## src/rtl/pipeline_hazard_ctrl.sv

```systemverilog
// Hazard and sequencing controller for the five-stage pipeline.
// Produces IF/ID stall and flush, an ID/EX bubble request and PC hold for
// load-use stalls, taken-branch flushes and the multi-cycle RET sequence.
// Also keeps a saturating count of stalled cycles and a sticky RET timeout flag.
//
// Handshake note: ret_pc_valid is a one-cycle strobe from MEM. It is only
// consumed while in RET_WAIT; the controller is always ready for it there,
// and the strobe is ignored in RUN.
module pipeline_hazard_ctrl #(
   parameter int REG_ADDR_W   = 3,
   parameter int RET_MAX_WAIT = 4,
   parameter int CNT_W        = 16
) (
   input  logic                  clk,
   input  logic                  rst,
   input  logic [REG_ADDR_W-1:0] id_rsrc,
   input  logic [REG_ADDR_W-1:0] id_rdst,
   input  logic                  id_use_rsrc,
   input  logic                  id_use_rdst,
   input  logic                  id_is_ret,
   input  logic                  ex_mem_read,
   input  logic [REG_ADDR_W-1:0] ex_rdst,
   input  logic                  ex_branch_taken,
   input  logic                  ret_pc_valid,
   output logic                  IF_Stall,
   output logic                  IF_Flush,
   output logic                  id_bubble,
   output logic                  pc_hold,
   output logic                  ret_timeout,
   output logic [CNT_W-1:0]      stall_count,
   output logic                  dbg_state
);

   typedef enum logic {
      ST_RUN      = 1'b0,
      ST_RET_WAIT = 1'b1
   } state_t;

   localparam int WAIT_W = $clog2(RET_MAX_WAIT + 1);
   localparam logic [WAIT_W-1:0] WAIT_MAX    = WAIT_W'(RET_MAX_WAIT);
   localparam logic [WAIT_W-1:0] WAIT_MAX_M1 = WAIT_W'(RET_MAX_WAIT - 1);
   localparam logic [WAIT_W-1:0] WAIT_ONE    = WAIT_W'(1);
   localparam logic [CNT_W-1:0]  CNT_ONE     = CNT_W'(1);

   state_t            state;
   logic [WAIT_W-1:0] wait_cnt;
   logic              lu;

   // Load in EX writes a register the instruction in ID actually reads (R0 included).
   assign lu = ex_mem_read &
               ((id_use_rsrc & (id_rsrc == ex_rdst)) |
                (id_use_rdst & (id_rdst == ex_rdst)));

   assign dbg_state = state;

   // Control outputs decoded from state and current inputs; all zero during reset.
   always_comb begin
      IF_Stall  = 1'b0;
      IF_Flush  = 1'b0;
      id_bubble = 1'b0;
      pc_hold   = 1'b0;
      if (!rst) begin
         case (state)
            ST_RUN: begin
               if (ex_branch_taken) begin
                  // The ID instruction is squashed, so its hazards do not matter.
                  IF_Flush  = 1'b1;
                  id_bubble = 1'b1;
               end else if (lu) begin
                  IF_Stall  = 1'b1;
                  pc_hold   = 1'b1;
                  id_bubble = 1'b1;
               end else if (id_is_ret) begin
                  // RET proceeds to EX; the fetch behind it is discarded.
                  IF_Flush = 1'b1;
                  pc_hold  = 1'b1;
               end
            end
            ST_RET_WAIT: begin
               IF_Flush = 1'b1;
               pc_hold  = ~ret_pc_valid;
            end
            default: begin
               IF_Flush = 1'b0;
            end
         endcase
      end
   end

   // RET sequencing state, wait counter and sticky timeout flag.
   always_ff @(posedge clk) begin
      if (rst) begin
         state       <= ST_RUN;
         wait_cnt    <= '0;
         ret_timeout <= 1'b0;
      end else begin
         case (state)
            ST_RUN: begin
               if (!ex_branch_taken && !lu && id_is_ret) begin
                  state    <= ST_RET_WAIT;
                  wait_cnt <= '0;
               end
            end
            ST_RET_WAIT: begin
               if (ret_pc_valid) begin
                  state <= ST_RUN;
               end else begin
                  if (wait_cnt < WAIT_MAX) begin
                     wait_cnt <= wait_cnt + WAIT_ONE;
                  end
                  // Flag goes up on the edge where wait_cnt arrives at the limit.
                  if (wait_cnt >= WAIT_MAX_M1) begin
                     ret_timeout <= 1'b1;
                  end
               end
            end
            default: begin
               state <= ST_RUN;
            end
         endcase
      end
   end

   // Saturating count of cycles spent with IF_Stall asserted.
   always_ff @(posedge clk) begin
      if (rst) begin
         stall_count <= '0;
      end else if (IF_Stall && (stall_count != {CNT_W{1'b1}})) begin
         stall_count <= stall_count + CNT_ONE;
      end
   end

endmodule

```

## config.mk

```make
export PLATFORM = sky130hd
export DESIGN_NAME = pipeline_hazard_ctrl
export DESIGN_NICKNAME = d
export VERILOG_FILES = /design/src/rtl/pipeline_hazard_ctrl.sv
export SDC_FILE = /design/constraint.sdc
export NUM_CORES = 1
export LEC_CHECK = 0
export BUFFER_PORTS_ARGS = -buffer_cell sky130_fd_sc_hd__buf_2
export CAP_MARGIN = 30
export CORE_UTILIZATION = 54
export CTS_CLUSTER_SIZE = 16
export DETAILED_ROUTE_END_ITERATION = 10
export PLACE_DENSITY_LB_ADDON = 0.12
export SETUP_SLACK_MARGIN = 0.1
export SYNTH_ARGS = -nofsm -noshare
export SYNTH_HDL_FRONTEND = slang
export SYNTH_SLANG_ARGS = --single-unit
```

## constraint.sdc

```tcl
create_clock -name clk -period 3.9 [get_ports clk]
set_input_delay 0.585 -clock clk [delete_from_list [all_inputs] [get_ports clk]]
set_output_delay 0.585 -clock clk [all_outputs]
set_load 0.05 [all_outputs]
```

# ---- After elaboration in Yosys (flattened, before gate mapping)
# Cells that the tools add are included.
dict set report totals {
  word_cells 50
  ff_bits 21
  out_inout_bits 22
  in_bits 17
}
dict set report op_classes {
  muxes 23
  bitwise 6
  n_addsub 2
  reduce_logical 7
  eq_ne 6
  magnitude_cmp 2
}
# op n
set op_table {}
lappend op_table {{$add 16x1->16 const B} 1}
lappend op_table {{$mux 1} 16}
lappend op_table {{$ne 16x16->1 const B} 1}
lappend op_table {{$mux 3} 3}
lappend op_table {{$eq 3x3->1} 2}
lappend op_table {{$pmux 1 s2} 3}
lappend op_table {{$pmux 3 s2} 1}
lappend op_table {{$reduce_and 3->1} 2}
lappend op_table {{$ne 2x2->1 const B} 2}
lappend op_table {{$add 3x1->3 const B} 1}
lappend op_table {{$and 1x1->1} 3}
lappend op_table {{$ge 3x2->1 const B} 1}
lappend op_table {{$logic_and 1x1->1} 3}
lappend op_table {{$lt 3x3->1 const B} 1}
lappend op_table {{$logic_not 1->1} 2}
lappend op_table {{$ne 2x1->1 const B} 1}
lappend op_table {{$not 1->1} 2}
lappend op_table {{$or 1x1->1} 1}

# ---- Longest topological paths before layout
# Gate-level depths: netlist of run 1.
dict set report depth {
  word_depth 9
  mapped_depth 7
}

# ---- Worst setup path after synthesis of run 1
# Ideal clock, no wire load.
dict set report synth_timing {
  path_type {input-to-output}
  startpoint {in ex_rdst[0]}
  endpoint {out IF_Flush}
  path_stages 7
  required_ps 3315
  n_path_buf 2
  path_slack_ps 1031
  arrival_time_ps 2284
  cell_sequence {xnor2_1 and4_1 o21ai_2 buf_2 buf_2 nand2_1 a21oi_1}
}
dict set report synth_via {
  elab_chain_cells 8
  elab_cells_between_ends 10
}
# item line
set synth_rtl {}
lappend synth_rtl {{from (decl)} 22} ;# input logic [REG_ADDR_W-1:0] ex_rdst,
lappend synth_rtl {{$eq 3x3->1, on equally long branches} {51, 52}}
lappend synth_rtl {{$and 1x1->1, on equally long branches} {51, 52}}
lappend synth_rtl {{$or 1x1->1 *} 51} ;# ((id_use_rsrc & (id_rsrc == ex_rdst)) |
lappend synth_rtl {{$and 1x1->1 *} 50} ;# assign lu = ex_mem_read &
lappend synth_rtl {{$mux 1 *} 69} ;# end else if (lu) begin
lappend synth_rtl {{$mux 1 *} 65} ;# if (ex_branch_taken) begin
lappend synth_rtl {{$pmux 1 s2 *} 63} ;# case (state)
lappend synth_rtl {{$mux 1 *} 62} ;# if (!rst) begin
lappend synth_rtl {{to (decl)} 26} ;# output logic IF_Flush,
# Mark *: on every way between the ends. The rest lies on a longest branch, timed or not.

# ---- Worst setup path after layout of run 1
dict set report layout_timing {
  startpoint {in ex_rdst[1]}
  endpoint {out IF_Stall}
}
dict set report layout_via {
  elab_chain_cells 8
  elab_cells_between_ends 10
}
# item line
set layout_rtl {}
lappend layout_rtl {{$eq 3x3->1, on equally long branches} {51, 52}}
lappend layout_rtl {{$and 1x1->1, on equally long branches} {51, 52}}
lappend layout_rtl {{$or 1x1->1 *} 51}
lappend layout_rtl {{$and 1x1->1 *} 50}
lappend layout_rtl {{$mux 1 *} 69}
lappend layout_rtl {{$mux 1 *} 65}
lappend layout_rtl {{$mux 1 *} 63}
lappend layout_rtl {{$mux 1 *} 62}
lappend layout_rtl {{to (decl)} 25} ;# output logic IF_Stall,
# Marks and branches as above.

==> results.py, run 1 <==
metrics = {
    "finish": {
        "insertedDiodeCount": 0,
        "flow.area_growth_from_synthesis_pct": 15.5,
        "final_layout_size_suffix_gt1_share_pct": 29.0,
        "final_cell_mix": "sky130_fd_sc_hd__buf_2 (38), sky130_fd_sc_hd__dfxtp_1 (21), sky130_fd_sc_hd__a21oi_1 (15)",
        "layout_commonest_cell": "sky130_fd_sc_hd__buf_2",
        "num-fill-cells": 207,
        "num-nets-final": 204,
        "finalCoreUtilization_pct": 67.3,
    },
    "synthesis": {
        "synth_enable_flop_cells": 0,
        "synthArstFlopShare_pct": 0,
        "yosysSeqAreaShare_pct": 32.3,
        "netlist_area_before_placement_um2": 1300,
        "syn-num-nets": 168,
        "postSynthAreaPerCell_um2": 8.79,
        "synthesis.instances": 148,
        "yosys_register_bits": 21,
        "synth.lib_cells_used.distinct": 44,
        "yosys_warnings": 0,
        "synth-main-ff-cell": "sky130_fd_sc_hd__dfxtp_1",
    },
    "setup_path": {
        "worstSetupPathType": "in -> out",
        "cpPeakStageDelay_ns": 0.27,
        "critical_path.slowest_cell": "sky130_fd_sc_hd__and4_1",
        "cp_data_arrival_time_ns": 1.77,
        "path_cells": "buf_2 > xnor2_1 > and4_1 > o21ai_2 > buf_4 > nor2_1 > buf_2",
        "worstSetupEndpointType": "output pin",
        "reg2reg_depth": 5,
        "timing.critical_path.required_ns": 3.31,
        "crit_top_cell": "sky130_fd_sc_hd__buf_2",
        "worst_setup_path_start_kind": "input pin",
        "cp_max_fo": 28,
    },
    "timing": {
        "period_needed_ns": 2.36,
        "setup_violation_total_in_the_final_timing_report": 0,
        "final.setup_skew_ns": 0.00234,
        "timing_worst_slew_pin_value_ns": 0.505,
        "maxSlewHeadroom_pct": 66.4,
        "rsz0062_at_grt": "no",
        "max_clock_freq_ghz": 0.424,
        "final_max_slew_viol_count": 0,
        "tns_ns": 0,
        "final_report_hold_violation_count": 0,
        "timing.final.crit_share_pct": 60.5,
    },
    "clock_tree": {
        "cts_hold_repair.buffers": 0,
        "postCtsResizedCells": 0,
        "cts-root-buf": "sky130_fd_sc_hd__clkbuf_4",
        "cts_tree": "yes",
        "cts.path.max_buffers": 2,
        "post_cts.repair.setup_buffers": 0,
        "cts.htree.levels": 1,
        "clk_transition_reported_paths_ns": 0.13,
        "cts_sinks": 21,
        "cts-buffers-inserted": 3,
        "insertion_delay_ns": 0.30,
    },
    "die": {
        "design.core.area_um2": 2230,
        "die_area_um2": 2610,
        "die_height_um": 51.1,
        "die_w_um": 51.1,
        "rows": 17,
        "boundaryPins": 39,
        "initial_utilization_pct": 58.3,
    },
    "global_routing": {
        "gr-usage-all-layers_pct": 23.2,
        "grt_start_max_net_pins": 29,
        "initial_antenna_violation_count": 0,
        "grt.overflow.total": 0,
        "first_pass_grt_wire_length_mm": 4.64,
        "grt_pass1_vias": 1127,
    },
    "routing": {
        "drcViolationCount": 0,
        "ant_nets": 0,
        "firstDrtPassIters": 4,
        "totalWireLength_mm": 2.70,
        "dr_total_vias": 1240,
        "drt-initial-drc-count": 26,
        "routed_wire_length_per_instance_um": 12.8,
        "vias_per_instance": 5.88,
    },
    "job": {
        "number_of_violations_of_the_max_capacitance_limit": 0,
    },
    "hold_path": {
        "worstHoldPathType": "reg -> reg",
        "holdPathStages": 2,
    },
    "power": {
        "worst_vdd_rail_ir_drop_uv": 198,
        "power.leakage_nw": 0.570,
        "p_per_area_nw_per_um2": 257,
    },
    "place": {
        "detailedPlacementHpwl_mm": 2.02,
        "gp_routability_congestion": 0.810,
        "placement.io_buffers": 38,
    },
    "status": {
        "run_status": "finished clean",
    },
}
per-stage QoR:
stage	instances	instance area, µm²	power, W	setup WS, ns	hold WS (ns)
after global routing	211	1500	0.000403	1.41	0.513
after CTS	211	1500	0.000388	1.53	0.490
final	211	1500	0.000386	1.54	0.487
after floorplan	148	1300	0.000266	1.03	0.494
after global placement	207	1480	0.000279	1.58	0.446
after detailed placement	207	1480	0.000281	1.53	0.462
synthesized netlist by cell type, types with 2 or more instances:
master / count / area share [%]
sky130_fd_sc_hd__o21ai_0: 3 / 1.2
sky130_fd_sc_hd__nor2_1: 13 / 3.8
sky130_fd_sc_hd__or4_1: 11 / 6.3
sky130_fd_sc_hd__o31ai_1: 10 / 5.8
sky130_fd_sc_hd__nor2b_1: 2 / 0.96
sky130_fd_sc_hd__nand3_1: 6 / 2.3
sky130_fd_sc_hd__buf_2: 2 / 0.77
sky130_fd_sc_hd__nand4_1: 3 / 1.4
sky130_fd_sc_hd__dfxtp_1: 21 / 32
sky130_fd_sc_hd__ha_1: 3 / 2.9
sky130_fd_sc_hd__or3_1: 4 / 1.9
sky130_fd_sc_hd__xnor2_1: 7 / 4.7
sky130_fd_sc_hd__clkbuf_1: 2 / 0.58
sky130_fd_sc_hd__inv_1: 5 / 1.4
sky130_fd_sc_hd__nor3_1: 4 / 1.5
sky130_fd_sc_hd__and4_1: 3 / 2.0
sky130_fd_sc_hd__nand2_1: 5 / 1.4
sky130_fd_sc_hd__a21oi_1: 15 / 5.8
sky130_fd_sc_hd__buf_6: 3 / 2.6
sky130_fd_sc_hd__and3_1: 2 / 0.96
registers in the layout (all words and copies together) (netlist names):
| name | flops |
|---|---|
| ret_timeout | 1 |
| wait_cnt | 3 |
| stall_count | 16 |
| dbg_state | 1 |
cell families (layout without fill, tap and decap cells):
kind of cell | Yosys count | in the layout | share of synthesized area, %
flops | 21 | 21 | 32.3
compound gates | 37 | 37 | 20.7
mux | 3 | 3 | 2.79
buf+inv | 13 | 48 | 5.96
xor+xnor | 7 | 7 | 4.71
simple gates | 64 | 64 | 30.7
fa+ha+maj | 3 | 3 | 2.88
final cells by class:
| cell class | count | area [µm²] | area share [%] |
|---|---|---|---|
| inverters | 5 | 18.8 | 1.25 |
| multi-input cells | 114 | 803 | 53.5 |
| clock inverters | 1 | 5.00 | 0.333 |
| repair buffers | 39 | 198 | 13.2 |
| clock buffers | 3 | 22.5 | 1.50 |
| flip-flops and latches | 21 | 420 | 28.0 |
| well taps | 28 | 35.0 | 2.33 |
path summary, 6_finish.rpt:
check	start	end	slack [ns]
worst max-delay path	ex_rdst[1]	IF_Stall	1.54
worst min-delay path	ret_timeout	ret_timeout	0.49
worst max register to register	stall_count[6]	stall_count[8]	1.95
worst min register to register	ret_timeout	ret_timeout	0.49
metal layers:
metal	GRT usage [%]	wire length [µm]	part of all wire [%]
met3	2.68	112	4.2
met2	43.0	1340	50
met5	0	0	0
met4	6.94	17	0.63
met1	27.7	1230	46
power breakdown:
part / internal (W) / switching, W
combinational: 0.0000206 / 0.0000376
clock: 0.0000382 / 0.0000710
sequential: 0.000216 / 0.00000248
worst max-delay path: cells and delay by family:
kind | cells | cell delay [ns]
compound gates | 1 | 0.07
buf+inv | 3 | 0.58
xor+xnor | 1 | 0.14
simple gates | 2 | 0.38
Note: power is estimated with default switching activity, not from simulation.
==> run 2: changes to the inputs <==
--- a/config.mk
+++ b/config.mk
@@ -5,9 +5,10 @@
 export SDC_FILE = /design/constraint.sdc
 export NUM_CORES = 1
 export LEC_CHECK = 0
+export ABC_AREA = 1
 export BUFFER_PORTS_ARGS = -buffer_cell sky130_fd_sc_hd__buf_2
 export CAP_MARGIN = 30
-export CORE_UTILIZATION = 54
+export CORE_UTILIZATION = 51
 export CTS_CLUSTER_SIZE = 16
 export DETAILED_ROUTE_END_ITERATION = 10
 export PLACE_DENSITY_LB_ADDON = 0.12
==> constraint.sdc (replaced) <==
create_clock -name clk -period 2.3 [get_ports clk]
set_input_delay 0.345 -clock clk [delete_from_list [all_inputs] [get_ports clk]]
set_output_delay 0.345 -clock clk [all_outputs]
set_load 0.05 [all_outputs]
==> run 2 against run 1 <==
  * First-iteration DRC count up 23%
  * Total power up 67%
  * Critical path depth down 3
  * Utilization down 1.0 points
==> results.py, run 2 <==
metrics = {
    "place": {
        "place_area_um2": 1510,
        "detailedPlacementHpwl_mm": 2.00,
        "placed_cells_incl_taps": 273,
        "gp_routability_congestion": 0.768,
        "placement.io_buffers": 38,
    },
    "clock_tree": {
        "cts.path.max_buffers": 2,
        "postCtsResizedCells": 0,
        "post_cts.repair.setup_buffers": 0,
        "clk_transition_reported_paths_ns": 0.12,
        "cts-root-buf": "sky130_fd_sc_hd__clkbuf_4",
        "cts_hold_repair.buffers": 0,
        "cts_sinks": 21,
        "insertion_delay_ns": 0.30,
        "cts_tree": "yes",
        "cts-buffers-inserted": 3,
        "cts.htree.levels": 1,
    },
    "routing": {
        "totalWireLength_mm": 2.61,
        "drcViolationCount": 0,
        "firstDrtPassIters": 4,
        "routed_wire_length_per_instance_um": 9.42,
        "drt-initial-drc-count": 32,
        "vias_per_instance": 4.86,
        "ant_nets": 0,
        "dr_total_vias": 1347,
    },
    "setup_path": {
        "worstSetupEndpointType": "output pin",
        "r2r-start": "stall_count[0]",
        "cpPeakStageDelay_ns": 0.44,
        "path_cells": "nor3_4 > nand3_4 > inv_1 > buf_2",
        "cp_max_fo": 8,
        "cp_data_arrival_time_ns": 1.48,
        "critical_path.startpoint": "dbg_state",
        "cp_top_family": "flip-flops",
        "worst_setup_path_start_kind": "flip-flop",
        "timing.critical_path.required_ns": 1.96,
        "worstSetupPathType": "reg -> out",
        "crit_path_buffers_inverters": 2,
        "critical_path.slowest_cell": "sky130_fd_sc_hd__dfxtp_1",
    },
    "synthesis": {
        "synth_common_cells": "sky130_fd_sc_hd__nand2_1 (58), sky130_fd_sc_hd__nor2_1 (42), sky130_fd_sc_hd__inv_1 (23)",
        "synth-main-ff-cell": "sky130_fd_sc_hd__dfxtp_1",
        "synthArstFlopShare_pct": 0,
        "yosys_warnings": 0,
        "postSynthAreaPerCell_um2": 6.21,
        "netlist_area_before_placement_um2": 1300,
        "yosysSeqAreaShare_pct": 32.2,
        "synthesis.instances": 210,
        "yosys-top-cells-area": "sky130_fd_sc_hd__dfxtp_1 (32%), sky130_fd_sc_hd__nand2_1 (17%), sky130_fd_sc_hd__nor2_1 (12%)",
        "synth_top_area_cell": "sky130_fd_sc_hd__dfxtp_1",
        "synth.lib_cells_used.distinct": 26,
        "yosys_register_bits": 21,
        "synth_enable_flop_cells": 0,
        "synthDominantCellAreaShare_pct": 32.2,
        "syn-num-nets": 230,
        "post-synth-top-count-cell": "sky130_fd_sc_hd__nand2_1",
    },
    "hold_path": {
        "worstHoldPathType": "in -> reg",
        "hp-start": "rst",
    },
    "finish": {
        "insertedDiodeCount": 0,
        "largest_register_ff_count": 16,
        "layout.cell_area.non_filler_um2": 1540,
        "seqCellArea_um2": 420,
        "total_area_of_multi_input_combinational_cells_um2": 756,
        "num-nets-final": 270,
        "largest_reg_by_ff_count": "stall_count",
        "layoutNonFillerInstCount": 277,
        "final_layout_size_suffix_gt1_share_pct": 22.1,
        "layout_commonest_cell": "sky130_fd_sc_hd__nand2_1",
        "flow.area_growth_from_synthesis_pct": 17.9,
        "largest_registers": "stall_count x16, wait_cnt x3",
        "num-fill-cells": 228,
        "final_cell_mix": "sky130_fd_sc_hd__nand2_1 (58), sky130_fd_sc_hd__nor2_1 (42), sky130_fd_sc_hd__buf_2 (38)",
    },
    "die": {
        "design.core.area_um2": 2320,
        "initial_utilization_pct": 56.2,
        "rows": 17,
        "die_height_um": 52.6,
        "boundaryPins": 39,
        "die_w_um": 52.6,
        "die_area_um2": 2760,
    },
    "job": {
        "number_of_violations_of_the_max_capacitance_limit": 0,
    },
    "timing": {
        "final.setup_skew_ns": 0.00366,
        "setup_violation_total_in_the_final_timing_report": 0,
        "timing.final.crit_share_pct": 79.5,
        "period_needed_ns": 1.83,
        "maxSlewHeadroom_pct": 66.0,
        "final_max_slew_viol_count": 0,
        "tns_ns": 0,
        "max_clock_freq_ghz": 0.547,
        "timing_worst_slew_pin_value_ns": 0.509,
        "final_report_hold_violation_count": 0,
        "rsz0062_at_grt": "no",
    },
    "global_routing": {
        "grt_start_max_net_pins": 20,
        "first_pass_grt_wire_length_mm": 4.44,
        "initial_antenna_violation_count": 0,
        "grt.overflow.total": 0,
        "gr-usage-all-layers_pct": 21.3,
        "grt_pass1_vias": 1125,
    },
    "power": {
        "p_per_area_nw_per_um2": 419,
        "worst_vdd_rail_ir_drop_uv": 306,
        "power.leakage_nw": 0.768,
    },
    "status": {
        "run_status": "finished clean",
    },
}
[run 2: cell types whose count changed in the layout (fill, tap and decap cells not counted), moves of 4 or more]
cell,before,now
sky130_fd_sc_hd__nor2_1,13,42
sky130_fd_sc_hd__nand3_1,6,18
sky130_fd_sc_hd__xnor2_1,7,0
sky130_fd_sc_hd__or4_1,11,0
sky130_fd_sc_hd__o31ai_1,10,0
sky130_fd_sc_hd__inv_1,5,23
sky130_fd_sc_hd__or3_1,4,0
sky130_fd_sc_hd__inv_2,0,4
sky130_fd_sc_hd__nand2_1,5,58
[run 2: path summary, 6_finish.rpt]
check,to,slack [ns],depth (start not counted)
hold reg to reg,ret_timeout,0.47,2
setup / recovery,IF_Stall,0.47,4
setup reg to reg,stall_count[8],0.60,9
hold / removal,wait_cnt[1],0.35,2
[run 2: worst register-to-register path: stages, from the launching register on]
cell and delay, ns:
sky130_fd_sc_hd__dfxtp_1 0.38, sky130_fd_sc_hd__ha_1 0.24, sky130_fd_sc_hd__nand2_1 0.10, sky130_fd_sc_hd__nor2_2 0.06, sky130_fd_sc_hd__nand4_1 0.12, sky130_fd_sc_hd__clkinv_1 0.17
sky130_fd_sc_hd__nor2_8 0.28, sky130_fd_sc_hd__nand3_1 0.12, sky130_fd_sc_hd__nand2_1 0.08, sky130_fd_sc_hd__nor2_1 0.04
[run 2: cell families (layout without fill, tap and decap cells)]
family                   after synthesis  after routing  share of synthesized area [%]
adder cells (fa/ha/maj)                3              3                           2.88
AND/OR/NAND/NOR                      134            134                           46.5
buffers and inverters                 32             71                           10.2
AO/OA/AOI/OAI                         20             20                           8.16
flip-flops                            21             21                           32.2
[run 2: layout make-up]
cell class	count	area share (%)
tap	28	2.28
timing repair buffer	38	12.4
sequential	21	27.4
inverter	29	7.08
clock buffer	4	1.71
multi-input combinational	157	49.2
[run 2: through the flow]
step | worst slack, ns | hold WS (ns) | total power, W | util [%]
finish | 0.471 | 0.353 | 0.000644 | 66.3
global route | 0.296 | 0.349 | 0.000671 | 66.3
CTS | 0.462 | 0.348 | 0.000651 | 66.3
detailed placement | 0.489 | 0.457 | 0.000475 | 65.1
global placement | 0.505 | 0.443 | 0.000474 | 65.1
floorplan | 0.196 | 0.446 | 0.000446 | -
[run 2: metal layers]
layer / GRT usage, % / vias to the layer above / wire length, µm
met1: 27.4 / 583 / 1290
met2: 36.9 / 22 / 1200
li1: - / 740 / -
met3: 3.77 / 2 / 104
met5: 0 / - / 0
met4: 3.95 / 0 / 14
[run 2: power by group]
part,total (W),switching (W),internal (W)
logic,0.0000959,0.0000642,0.0000317
registers,0.000371,0.00000457,0.000366
clock network,0.000178,0.000110,0.0000675
==> run 3: changes to the inputs <==
==> constraint.sdc (replaced) <==
create_clock -name clk -period 1.8 [get_ports clk]
set_input_delay 0.27 -clock clk [delete_from_list [all_inputs] [get_ports clk]]
set_output_delay 0.27 -clock clk [all_outputs]
set_load 0.05 [all_outputs]
==> run 3 against run 2 <==
  * Utilization up 6.5 points
  * First-iteration DRC count down 28%
  * Register-to-register slack worse by 0.45 ns
  * Combinational power up 45%
  * Clock skew up 0.0016 ns
  * Largest cell class unchanged
  * Global-route usage up 1.2 points
  * Clock power up 39%
  * Via count up 5.0%
  * Total power up 33%
  * Setup slack worse by 0.32 ns
==> results.py, run 3 (same netlist as run 2, synthesis figures left out) <==
metrics = {
    "place": {
        "placement.io_buffers": 38,
        "detailedPlacementHpwl_mm": 1.97,
        "gp_routability_congestion": 0.785,
    },
    "job": {
        "number_of_violations_of_the_max_capacitance_limit": 0,
    },
    "clock_tree": {
        "cts-root-buf": "sky130_fd_sc_hd__clkbuf_4",
        "cts-buffers-inserted": 3,
        "clk_transition_reported_paths_ns": 0.13,
        "cts.htree.levels": 1,
        "cts_hold_repair.buffers": 0,
        "insertion_delay_ns": 0.32,
        "cts.path.max_buffers": 2,
        "cts_tree": "yes",
        "cts_sinks": 21,
    },
    "power": {
        "power.leakage_nw": 0.816,
        "total_power_w": 0.000857,
        "p_per_area_nw_per_um2": 508,
        "worst_vdd_rail_ir_drop_uv": 580,
    },
    "timing": {
        "final.setup_skew_ns": 0.00525,
        "rsz0062_at_grt": "yes",
        "whs_ns": 0.261,
        "final_report_hold_violation_count": 0,
        "period_needed_ns": 1.65,
        "maxSlewHeadroom_pct": 64.0,
        "max_clock_freq_ghz": 0.606,
        "setup_violation_total_in_the_final_timing_report": 0,
        "final_max_slew_viol_count": 0,
        "timing_worst_slew_pin_value_ns": 0.539,
        "timing.final.crit_share_pct": 91.7,
        "tns_ns": 0,
    },
    "die": {
        "boundaryPins": 39,
        "die_area_um2": 2760,
        "design.core.area_um2": 2320,
        "rows": 17,
        "die_height_um": 52.6,
        "die_w_um": 52.6,
        "initial_utilization_pct": 56.2,
    },
    "finish": {
        "largest_reg_by_ff_count": "stall_count",
        "num-nets-final": 276,
        "num-fill-cells": 215,
        "largest_registers": "stall_count x16, wait_cnt x3",
        "final_layout_size_suffix_gt1_share_pct": 31.8,
        "final_cell_mix": "sky130_fd_sc_hd__nand2_1 (56), sky130_fd_sc_hd__nor2_1 (41), sky130_fd_sc_hd__buf_2 (34)",
        "insertedDiodeCount": 0,
        "flow.area_growth_from_synthesis_pct": 29.5,
        "largest_register_ff_count": 16,
        "layout_commonest_cell": "sky130_fd_sc_hd__nand2_1",
    },
    "setup_path": {
        "worst_setup_path_start_kind": "flip-flop",
        "worstSetupEndpointType": "flip-flop",
        "cp_data_arrival_time_ns": 1.92,
        "timing.critical_path.required_ns": 2.07,
        "cp_max_fo": 10,
        "worstSetupPathType": "reg -> reg",
    },
    "routing": {
        "drt-initial-drc-count": 23,
        "vias_per_instance": 5.00,
        "firstDrtPassIters": 4,
        "drcViolationCount": 0,
        "routed_wire_length_per_instance_um": 10.2,
        "dr_total_vias": 1414,
        "totalWireLength_mm": 2.88,
        "ant_nets": 0,
    },
    "global_routing": {
        "gr-usage-all-layers_pct": 22.5,
        "grt_start_max_net_pins": 20,
        "grt_pass1_vias": 1119,
        "initial_antenna_violation_count": 0,
        "first_pass_grt_wire_length_mm": 4.65,
        "grt.overflow.total": 0,
    },
    "status": {
        "run_status": "finished clean",
    },
    "hold_path": {
        "worstHoldPathType": "in -> reg",
    },
}
[run 3: cell count changes in the layout (fill, tap and decap cells not counted), moves of 2 or more]
cell / before / now
sky130_fd_sc_hd__buf_4: 0 / 7
sky130_fd_sc_hd__buf_2: 38 / 34
sky130_fd_sc_hd__clkinvlp_4: 0 / 2
sky130_fd_sc_hd__dfxtp_2: 0 / 8
sky130_fd_sc_hd__dfxtp_4: 0 / 2
sky130_fd_sc_hd__nand2_4: 0 / 3
sky130_fd_sc_hd__a21oi_1: 14 / 12
sky130_fd_sc_hd__dfxtp_1: 21 / 11
sky130_fd_sc_hd__a21oi_2: 1 / 3
sky130_fd_sc_hd__nand2_1: 58 / 56
sky130_fd_sc_hd__nor2_4: 0 / 2
[run 3: power by group]
part,leakage [nW],switching (W),internal [W]
logic,0.627,0.0000898,0.0000488
registers,0.175,0.00000568,0.000466
clock network,0.0139,0.000163,0.0000850
total,0.816,0.000258,0.000599
[run 3: worst paths after layout]
check,slack (ns),start,to,cells after the start
worst max-delay path,0.15,stall_count[0],stall_count[10],9
worst min-delay path,0.26,ret_pc_valid,wait_cnt[2],4
worst max register to register,0.15,stall_count[0],stall_count[10],9
worst min register to register,0.46,ret_timeout,ret_timeout,2
[run 3: metal layers]
layer	GRT usage [%]	part of all wire [%]	up-vias	wire, µm
met5	0	0	-	0
met2	37.6	46	41	1330
met3	5.22	5.0	5	145
met4	5.26	0.66	0	19
li1	-	-	754	-
met1	29.0	48	614	1380
[run 3: cell type report]
class | instances | area, µm² | share of cell area (%)
multi-input cells | 159 | 838 | 49.7
flip-flops and latches | 21 | 438 | 25.9
repair buffers | 42 | 234 | 13.9
inverters | 29 | 113 | 6.67
well taps | 28 | 35.0 | 2.08
clock buffers | 3 | 22.5 | 1.33
clock inverters | 1 | 7.51 | 0.445
[run 3: repair_timing]
action / 4_1_cts / 5_1_grt
pin swaps: 0 / 9
buffers inserted: 0 / 4
cloned: 0 / 2
setup endpoints to repair: 1 / 18
gates resized for setup: 1 / 21
[run 3: worst max-delay path: stages, from the launching register on]
cell and delay (ns):
sky130_fd_sc_hd__dfxtp_4 0.38, sky130_fd_sc_hd__ha_4 0.17, sky130_fd_sc_hd__nand2_4 0.08, sky130_fd_sc_hd__nor2_4 0.04, sky130_fd_sc_hd__nand4_1 0.20, sky130_fd_sc_hd__clkinvlp_4 0.25, sky130_fd_sc_hd__nor2_8 0.21, sky130_fd_sc_hd__buf_4 0.14
sky130_fd_sc_hd__a21oi_2 0.04, sky130_fd_sc_hd__nor2_1 0.09
[run 3: through the flow]
step | std cells | worst slack [ns] | area (µm²) | util (%)
finish | 283 | 0.150 | 1690 | 72.8
global route | 283 | 0.0470 | 1690 | 72.8
CTS | 277 | 0.111 | 1570 | 67.5
detailed placement | 273 | 0.142 | 1530 | 66.1
global placement | 273 | 0.157 | 1530 | 66.1
floorplan | 210 | 0.101 | 1330 | -
